`config.mk`:
```
export PLATFORM = sky130hd
export DESIGN_NAME = divider
export DESIGN_NICKNAME = d
export VERILOG_FILES = /design/src/rtl/div_pkg.sv /design/src/rtl/divider_step.sv /design/src/rtl/divider.sv
export SDC_FILE = /design/constraint.sdc
export NUM_CORES = 1
export LEC_CHECK = 0
export ABC_AREA = 1
export CAP_MARGIN = 20
export CORE_UTILIZATION = 27
export CTS_BUF_LIST = sky130_fd_sc_hd__clkbuf_4 sky130_fd_sc_hd__clkbuf_8
export CTS_CLUSTER_SIZE = 28
export DETAILED_ROUTE_END_ITERATION = 8
export PLACE_DENSITY = 0.48
export SLEW_MARGIN = 20
export SYNTH_ARGS = -nofsm -noshare
export SYNTH_HDL_FRONTEND = slang
export SYNTH_SLANG_ARGS = --single-unit
```
`constraint.sdc`:
```
create_clock -name clock -period 2 [get_ports clock]
set_input_delay 0.4 -clock clock [delete_from_list [all_inputs] [get_ports clock]]
set_output_delay 0.4 -clock clock [all_outputs]
set_load 0.01 [all_outputs]
```
`src/rtl/div_pkg.sv`:
```
// Shared types and constants for the restoring divider.
// Holds the FSM state encoding and the default operand width.
package div_pkg;

  localparam int DIV_WIDTH_DEFAULT = 32;

  typedef enum logic [1:0] {
    IDLE   = 2'd0,
    INIT   = 2'd1,
    ITER   = 2'd2,
    FINISH = 2'd3
  } state_e;

endpackage

```
`src/rtl/divider_step.sv`:
```
// One combinational restoring-division step: shift in a dividend bit,
// compare against the divisor, conditionally subtract, emit a quotient bit.
module divider_step
  import div_pkg::*;
#(
  parameter int WIDTH = DIV_WIDTH_DEFAULT
) (
  input  logic [WIDTH:0]   rem_i,
  input  logic [WIDTH-1:0] dvd_i,
  input  logic [WIDTH-1:0] div_i,
  output logic [WIDTH:0]   rem_o,
  output logic [WIDTH-1:0] dvd_o
);

  logic [WIDTH+1:0] shifted;
  logic [WIDTH+1:0] div_ext;
  logic             ge;

  always_comb begin
    shifted = {rem_i, dvd_i[WIDTH-1]};
    div_ext = {2'b00, div_i};
    ge      = (shifted >= div_ext);
    rem_o   = ge ? (WIDTH+1)'(shifted - div_ext)
                 : (WIDTH+1)'(shifted);
    dvd_o   = {dvd_i[WIDTH-2:0], ge};
  end

endmodule

```
`src/rtl/divider.sv`:
```
// Unsigned radix-2 restoring divider, one quotient bit per clock.
// Define DIVIDER_ZERO_CHECK_EN to finish early with a flag on B == 0.
module divider
  import div_pkg::*;
#(
  parameter int WIDTH = DIV_WIDTH_DEFAULT
) (
  input  logic             clock,
  input  logic             reset,
  input  logic             start,
  input  logic [WIDTH-1:0] A,
  input  logic [WIDTH-1:0] B,
  output logic [WIDTH-1:0] quotient,
  output logic [WIDTH-1:0] remainder,
  output logic             busy,
  output logic             done,
  output logic             div_by_zero
);

  localparam int CW = $clog2(WIDTH + 1);

  state_e           state_q, state_d;
  logic [WIDTH-1:0] dvd_q, dvd_d;
  logic [WIDTH-1:0] div_q, div_d;
  logic [WIDTH:0]   rem_q, rem_d;
  logic [CW-1:0]    cnt_q, cnt_d;
  logic [WIDTH-1:0] quo_q, quo_d;
  logic [WIDTH-1:0] rmd_q, rmd_d;
  logic [WIDTH:0]   step_rem;
  logic [WIDTH-1:0] step_dvd;
`ifdef DIVIDER_ZERO_CHECK_EN
  logic             dbz_q, dbz_d;
`endif

  divider_step #(.WIDTH(WIDTH)) u_step (
    .rem_i (rem_q),
    .dvd_i (dvd_q),
    .div_i (div_q),
    .rem_o (step_rem),
    .dvd_o (step_dvd)
  );

  always_comb begin
    state_d = state_q;
    dvd_d   = dvd_q;
    div_d   = div_q;
    rem_d   = rem_q;
    cnt_d   = cnt_q;
    quo_d   = quo_q;
    rmd_d   = rmd_q;
`ifdef DIVIDER_ZERO_CHECK_EN
    dbz_d   = dbz_q;
`endif
    unique case (state_q)
      IDLE: begin
        if (start) state_d = INIT;
      end
      INIT: begin
        dvd_d   = A;
        div_d   = B;
        rem_d   = '0;
        cnt_d   = CW'(WIDTH);
        state_d = ITER;
`ifdef DIVIDER_ZERO_CHECK_EN
        if (B == '0) begin
          state_d = FINISH;
          quo_d   = '1;
          rmd_d   = A;
          dbz_d   = 1'b1;
        end
`endif
      end
      ITER: begin
        rem_d = step_rem;
        dvd_d = step_dvd;
        cnt_d = cnt_q - CW'(1);
        // The last step lands directly in the result registers.
        if (cnt_q == CW'(1)) begin
          state_d = FINISH;
          quo_d   = step_dvd;
          rmd_d   = step_rem[WIDTH-1:0];
`ifdef DIVIDER_ZERO_CHECK_EN
          dbz_d   = 1'b0;
`endif
        end
      end
      FINISH: begin
        state_d = IDLE;
      end
      default: begin
        state_d = IDLE;
      end
    endcase
  end

  always_ff @(posedge clock) begin
    if (reset) begin
      state_q <= IDLE;
      dvd_q   <= '0;
      div_q   <= '0;
      rem_q   <= '0;
      cnt_q   <= '0;
      quo_q   <= '0;
      rmd_q   <= '0;
`ifdef DIVIDER_ZERO_CHECK_EN
      dbz_q   <= 1'b0;
`endif
    end else begin
      state_q <= state_d;
      dvd_q   <= dvd_d;
      div_q   <= div_d;
      rem_q   <= rem_d;
      cnt_q   <= cnt_d;
      quo_q   <= quo_d;
      rmd_q   <= rmd_d;
`ifdef DIVIDER_ZERO_CHECK_EN
      dbz_q   <= dbz_d;
`endif
    end
  end

  assign quotient  = quo_q;
  assign remainder = rmd_q;
  assign busy      = (state_q != IDLE);
  assign done      = (state_q == FINISH);
`ifdef DIVIDER_ZERO_CHECK_EN
  assign div_by_zero = dbz_q;
`else
  assign div_by_zero = 1'b0;
`endif

endmodule
```
**Word level (Yosys, flattened, before mapping)**

Cells that the tools add are included.

- Logic and storage cells: 28
- Input port bits: 67
- Output and inout bits: 67
- Register bits: 169

- Add/subtract/negate cells: 2
- Equal/unequal tests: 6
- $lt $le $gt $ge: 1
- Mux-type cells: 7
- Reduce and logical (&&, ||, !) cells: 5

Operator list:

| operator | count |
|---|---|
| $pmux W33 S2 | 1 |
| $pmux W32 S2 | 1 |
| $ge A34 B32 Y1 | 1 |
| $mux W33 | 1 |
| $sub A33 B32 Y33 | 1 |
| $pmux W6 S2 | 1 |
| $pmux W2 S4 | 1 |
| $eq A6 B1 Y1 const B | 1 |
| $sub A6 B1 Y6 const B | 1 |
| $eq A2 B2 Y1 const B | 2 |
| $mux W2 | 2 |
| $ne A2 B2 Y1 const B | 2 |
| $reduce_and A2 Y1 | 2 |
| $reduce_bool A2 Y1 | 2 |
| $eq A2 B1 Y1 const B | 1 |
| $logic_not A2 Y1 | 1 |

**Longest topological paths before layout**

- Word-level depth: 3
- Gate-level depth with buffers: 19
- Mapped depth without buffers: 19

**Cells and area by module**

Synthesis repeated with hierarchy kept, for this count alone.

- Cells, all modules: 1601
- Area total of the unflattened synthesis: 9948.3 µm²

Modules (own cells, without submodules):

| module | times used | seq. area each (µm²) | cells an instance | area an instance (µm²) |
|---|---|---|---|---|
| divider | 1 | 3383.2 | 870 | 6434.9 |
| divider_step | 1 | 0.0 | 731 | 3513.4 |

**Worst setup path before layout**

No wires, ideal clock.

- Path type: register to register
- Start: reg dvd_q[31]
- End: reg rmd_q[30], in the netlist remainder[30]
- Buffers on the path: 1
- Setup time: 0.115 ns
- Slack: -0.076 ns
- Arrival time: 1.960 ns
- Stages on the path, launching flop included: 16
- Clock period less this slack: 2.076 ns
- Data required time: 1.885 ns
- Cell sequence: dfxtp_1 > inv_1 > ha_1 > inv_1 > fa_1 > nand3_1 > nand3_2 > nand2_2 > nand2_2 > nand2_2 > nand3_4 > buf_6 > nand2_1 > nand2_1 > o21ai_0 > inv_1

- Cells in the longest elaborated chain, start to end: 2
- Elaborated cells on any way between the ends: 3
- Classes of those cells: add/sub: 1; order compare: 1; mux: 1

RTL lines:

| what | line | RTL |
|---|---|---|
| from (decl) | divider.sv:23 | `logic [WIDTH-1:0] dvd_q, dvd_d;` |
| from (signal assigned) | divider.sv:110 | `dvd_q <= dvd_d;` |
| $sub A33 B32 Y33 or $ge A34 B32 Y1 (tied branches) | divider_step.sv:23, divider_step.sv:22 |  |
| $mux W33 (*) | divider_step.sv:23 | `rem_o = ge ? (WIDTH+1)'(shifted - div_ext)` |
| to (signal assigned) | divider.sv:115 | `rmd_q <= rmd_d;` |
| to (decl) | divider.sv:28 | `logic [WIDTH-1:0] rmd_q, rmd_d;` |

Every way passes the cells marked *; elsewhere a longest branch is shown, timed or not.
A chain may end at the register's enable or synchronous reset.

**Final worst setup path**

- Start: reg dvd_q[31]
- End: reg rmd_q[1], in the netlist remainder[1]

Same word-level chain as after synthesis.

==> out/results.tsv <==
metric	value	unit
Slew headroom	0.657	
CP startpoint kind	register	
status	finished, violations left	
Core Area	34800	µm²
pwr/cell area	1250	nW/µm²
sw power	8.31	mW
commonest cells in the netlist	nand2_1 (410), inv_1 (262), dfxtp_1 (169)	
cell taking the most area after synthesis	dfxtp_1	
unrepaired setup endpoints after global routing	yes	
HPWL Detailed	24.2	mm
first-pass GRT wire length	52.6	mm
setup TNS	-10500	ps
crit-path max FO	5	
# nets final	1885	
Fillers	3591	
share of layout cells above drive strength 1	0.297	
violated checks	setup timing	
final setup margin	-220	ps
TritonRoute pass-1 iters	5	
Post-synth top flop	dfxtp_1	
sequential-to-total area share from yosys stat	0.352	
CTS tree	yes	
hold buffer count at cts	0	
ANT cells	0	
sequential share of power	0.235	
CP Data Required Time	2380	ps
Mapped Avg Cell Area	6.43	µm²
Worst Hold Slack	329	ps
R2R depth	16	
internal power	9.95	mW
Worst-Skew Late Latency	490	ps
area grow syn2layout	52.5	%
routed via count	10260	
CTS max path bufs	2	
Worst VDD drop	0.872	mV
Logic pwr share	0.613	
total global-route track usage	0.184	
I/O pins	134	
largest net degree at the start of global routing	67	
yosys warns	0	
hold path depth	4	
final hold viol count	0	
Tmin final	2220	ps
Worst-path clk slew	110	ps
Clk pwr share	0.153	
WHS Endpoint	div_q[21]	
Synth cell types	35	
Critical Path AT	2600	ps
Hold Path Origin	reset	
CP endpoint kind	register	
Final GP Congestion	0.879	
maximum clock rate	0.451	GHz
number of synthesized flops with an enable pin	0	
synthesized instance count	1492	
Slew Limit Fails	0	
grt total ovfl	0	
Die ar.	36300	µm²
count leader, synth	nand2_1	
Static Leakage	6.91	nW
Post-route DRC	0	
final WL	33.5	mm
Reg2Reg Setup Slack	-220	ps
DRT iter0 DRCs	445	
Worst Tran Pin Value	509	ps
vias in the first global route	9925	
Synth area leaders	dfxtp_1 (35%), nand2_1 (16%), inv_1 (10%), a21oi_1 (6.2%), o21ai_0 (5.2%)	
Clock Skew	21.0	ps
count of input and output buffers	132	
Die Wd	191	µm
r2r startpoint	dvd_q[31]	
Mapped Nets	1599	
Setup CP Type	register to register	
clock root cell	clkbuf_8	
# clock sinks	169	
Hold Crit Class	input port to register	
Via-to-Cell Ratio	4.57	
Detail Route Antenna Nets	0	
initial core utilization	0.276	
switch share	0.455	
Post-Synthesis Cell Area	9600	µm²
initial antenna violation count	0	
DR WL/cell	14.9	µm
Reg-to-Reg End	remainder[1]	
htree depth	4	
final worst-path cycle share	1.11	
FFs w/ async S/R, synth	0	
CTS buffer count	17	
Max-cap violations	0	
final core occ	0.421	
Yosys reg bits	169	
Site Rows	68	
final setup fails	67	
Yosys top cell area share	0.352	
DIE HEIGHT	191	µm
-- logic make-up after synthesis --
logic type,Yosys count,share of synthesized area
xor gates and xnor gates,16,0.0146
buffers and inverters,341,0.138
DFF,169,0.352
AOI/OAI and AO/OA,261,0.151
and+or+nand+nor,664,0.291
adders and majority gates,40,0.0529
other,1,0.000391
-- cells in the final DEF, fill, tap and decap left out, drive strengths merged, types with 39 or more instances in the layout --
| cell | synthesis | final |
|---|---|---|
| nor2 | 119 | 119 |
| o21ai | 102 | 102 |
| nand2 | 417 | 417 |
| nand3 | 69 | 69 |
| clkdlybuf4s50 | 0 | 129 |
| dfxtp | 169 | 169 |
| nand4 | 39 | 39 |
| buf | 26 | 204 |
| a21oi | 119 | 119 |
| inv | 266 | 274 |
| ha | 39 | 39 |
-- power by group through the flow --
stage / sequential [mW] / clock [mW] / combinational, mW
after floorplan: 4.29 / 0 / 5.32
after global placement: 4.29 / 0 / 9.08
after detailed placement: 4.30 / 0 / 9.07
after CTS: 4.24 / 2.87 / 10.3
after global routing: 4.36 / 3.01 / 12.3
final: 4.28 / 2.79 / 11.2
-- worst max-delay path by stage --
stage | startpoint | cells past startpoint | endpoint | slack (ps)
2_1_floorplan | dvd_q[31] | 15 | remainder[30] | 10
3_3_place_gp | div_q[25] | 12 | remainder[1] | -320
3_5_place_dp | div_q[25] | 12 | remainder[1] | -310
4_1_cts | dvd_q[31] | 16 | remainder[1] | -220
5_1_grt | div_q[28] | 13 | rem_q[20] | -330
6_report | dvd_q[31] | 16 | remainder[1] | -220
-- layout make-up --
cell class                 count  area, µm²  share of cell area
timing repair buffer         337       3060               0.209
sequential                   169       3430               0.234
inverter                     271       1020              0.0697
clock buffer                  17        234              0.0160
tap                          455        569              0.0389
multi-input combinational    982       6120               0.418
clock inverter                15        206              0.0141
-- state kept, by name, indices dropped and copies added, names as in the netlist --
| signal | count |
|---|---|
| cnt_q | 6 |
| div_q | 32 |
| dvd_q | 32 |
| quotient | 32 |
| rem_q | 33 |
| remainder | 32 |
| state_q | 2 |
-- per-stage QoR --
step	std cells	cell area, µm²	worst slack (ps)	power [mW]
global placement	2182	12600	-315	13.4
global route	2246	14600	-327	19.6
CTS	2238	13900	-220	17.4
finish	2246	14600	-220	18.3
detailed placement	2182	12600	-314	13.4
floorplan	1492	9610	11.0	9.61
-- critical path: stages, from the launching register on --
cell and delay [ps]:
dfxtp_2 330, inv_2 70, ha_4 140, inv_4 40, fa_2 390, nand3_2 90, nand3_2 90, nand2_2 90
nand2_2 70, nand2_4 100, buf_12 110, buf_6 100, buf_6 110, nand4_1 140, nand2_1 120, a21o_1 110
inv_1 30
-- what timing repair did --
item,CTS,global route
hold endpoints to repair,0,0
gates cloned,2,2
resized for setup,178,198
setup buffers,23,8
pin swaps,30,68
endpoints found under the setup margin,69,72
-- layer usage --
| layer | wire [µm] | vias up | GRT usage |
|---|---|---|---|
| met5 | 0 | - | 0 |
| met4 | 318 | 0 | 0.0357 |
| met3 | 1860 | 21 | 0.0478 |
| met2 | 15500 | 191 | 0.297 |
| met1 | 15800 | 4758 | 0.247 |
| li1 | - | 5290 | - |
Power figures use the tool's default switching activity.
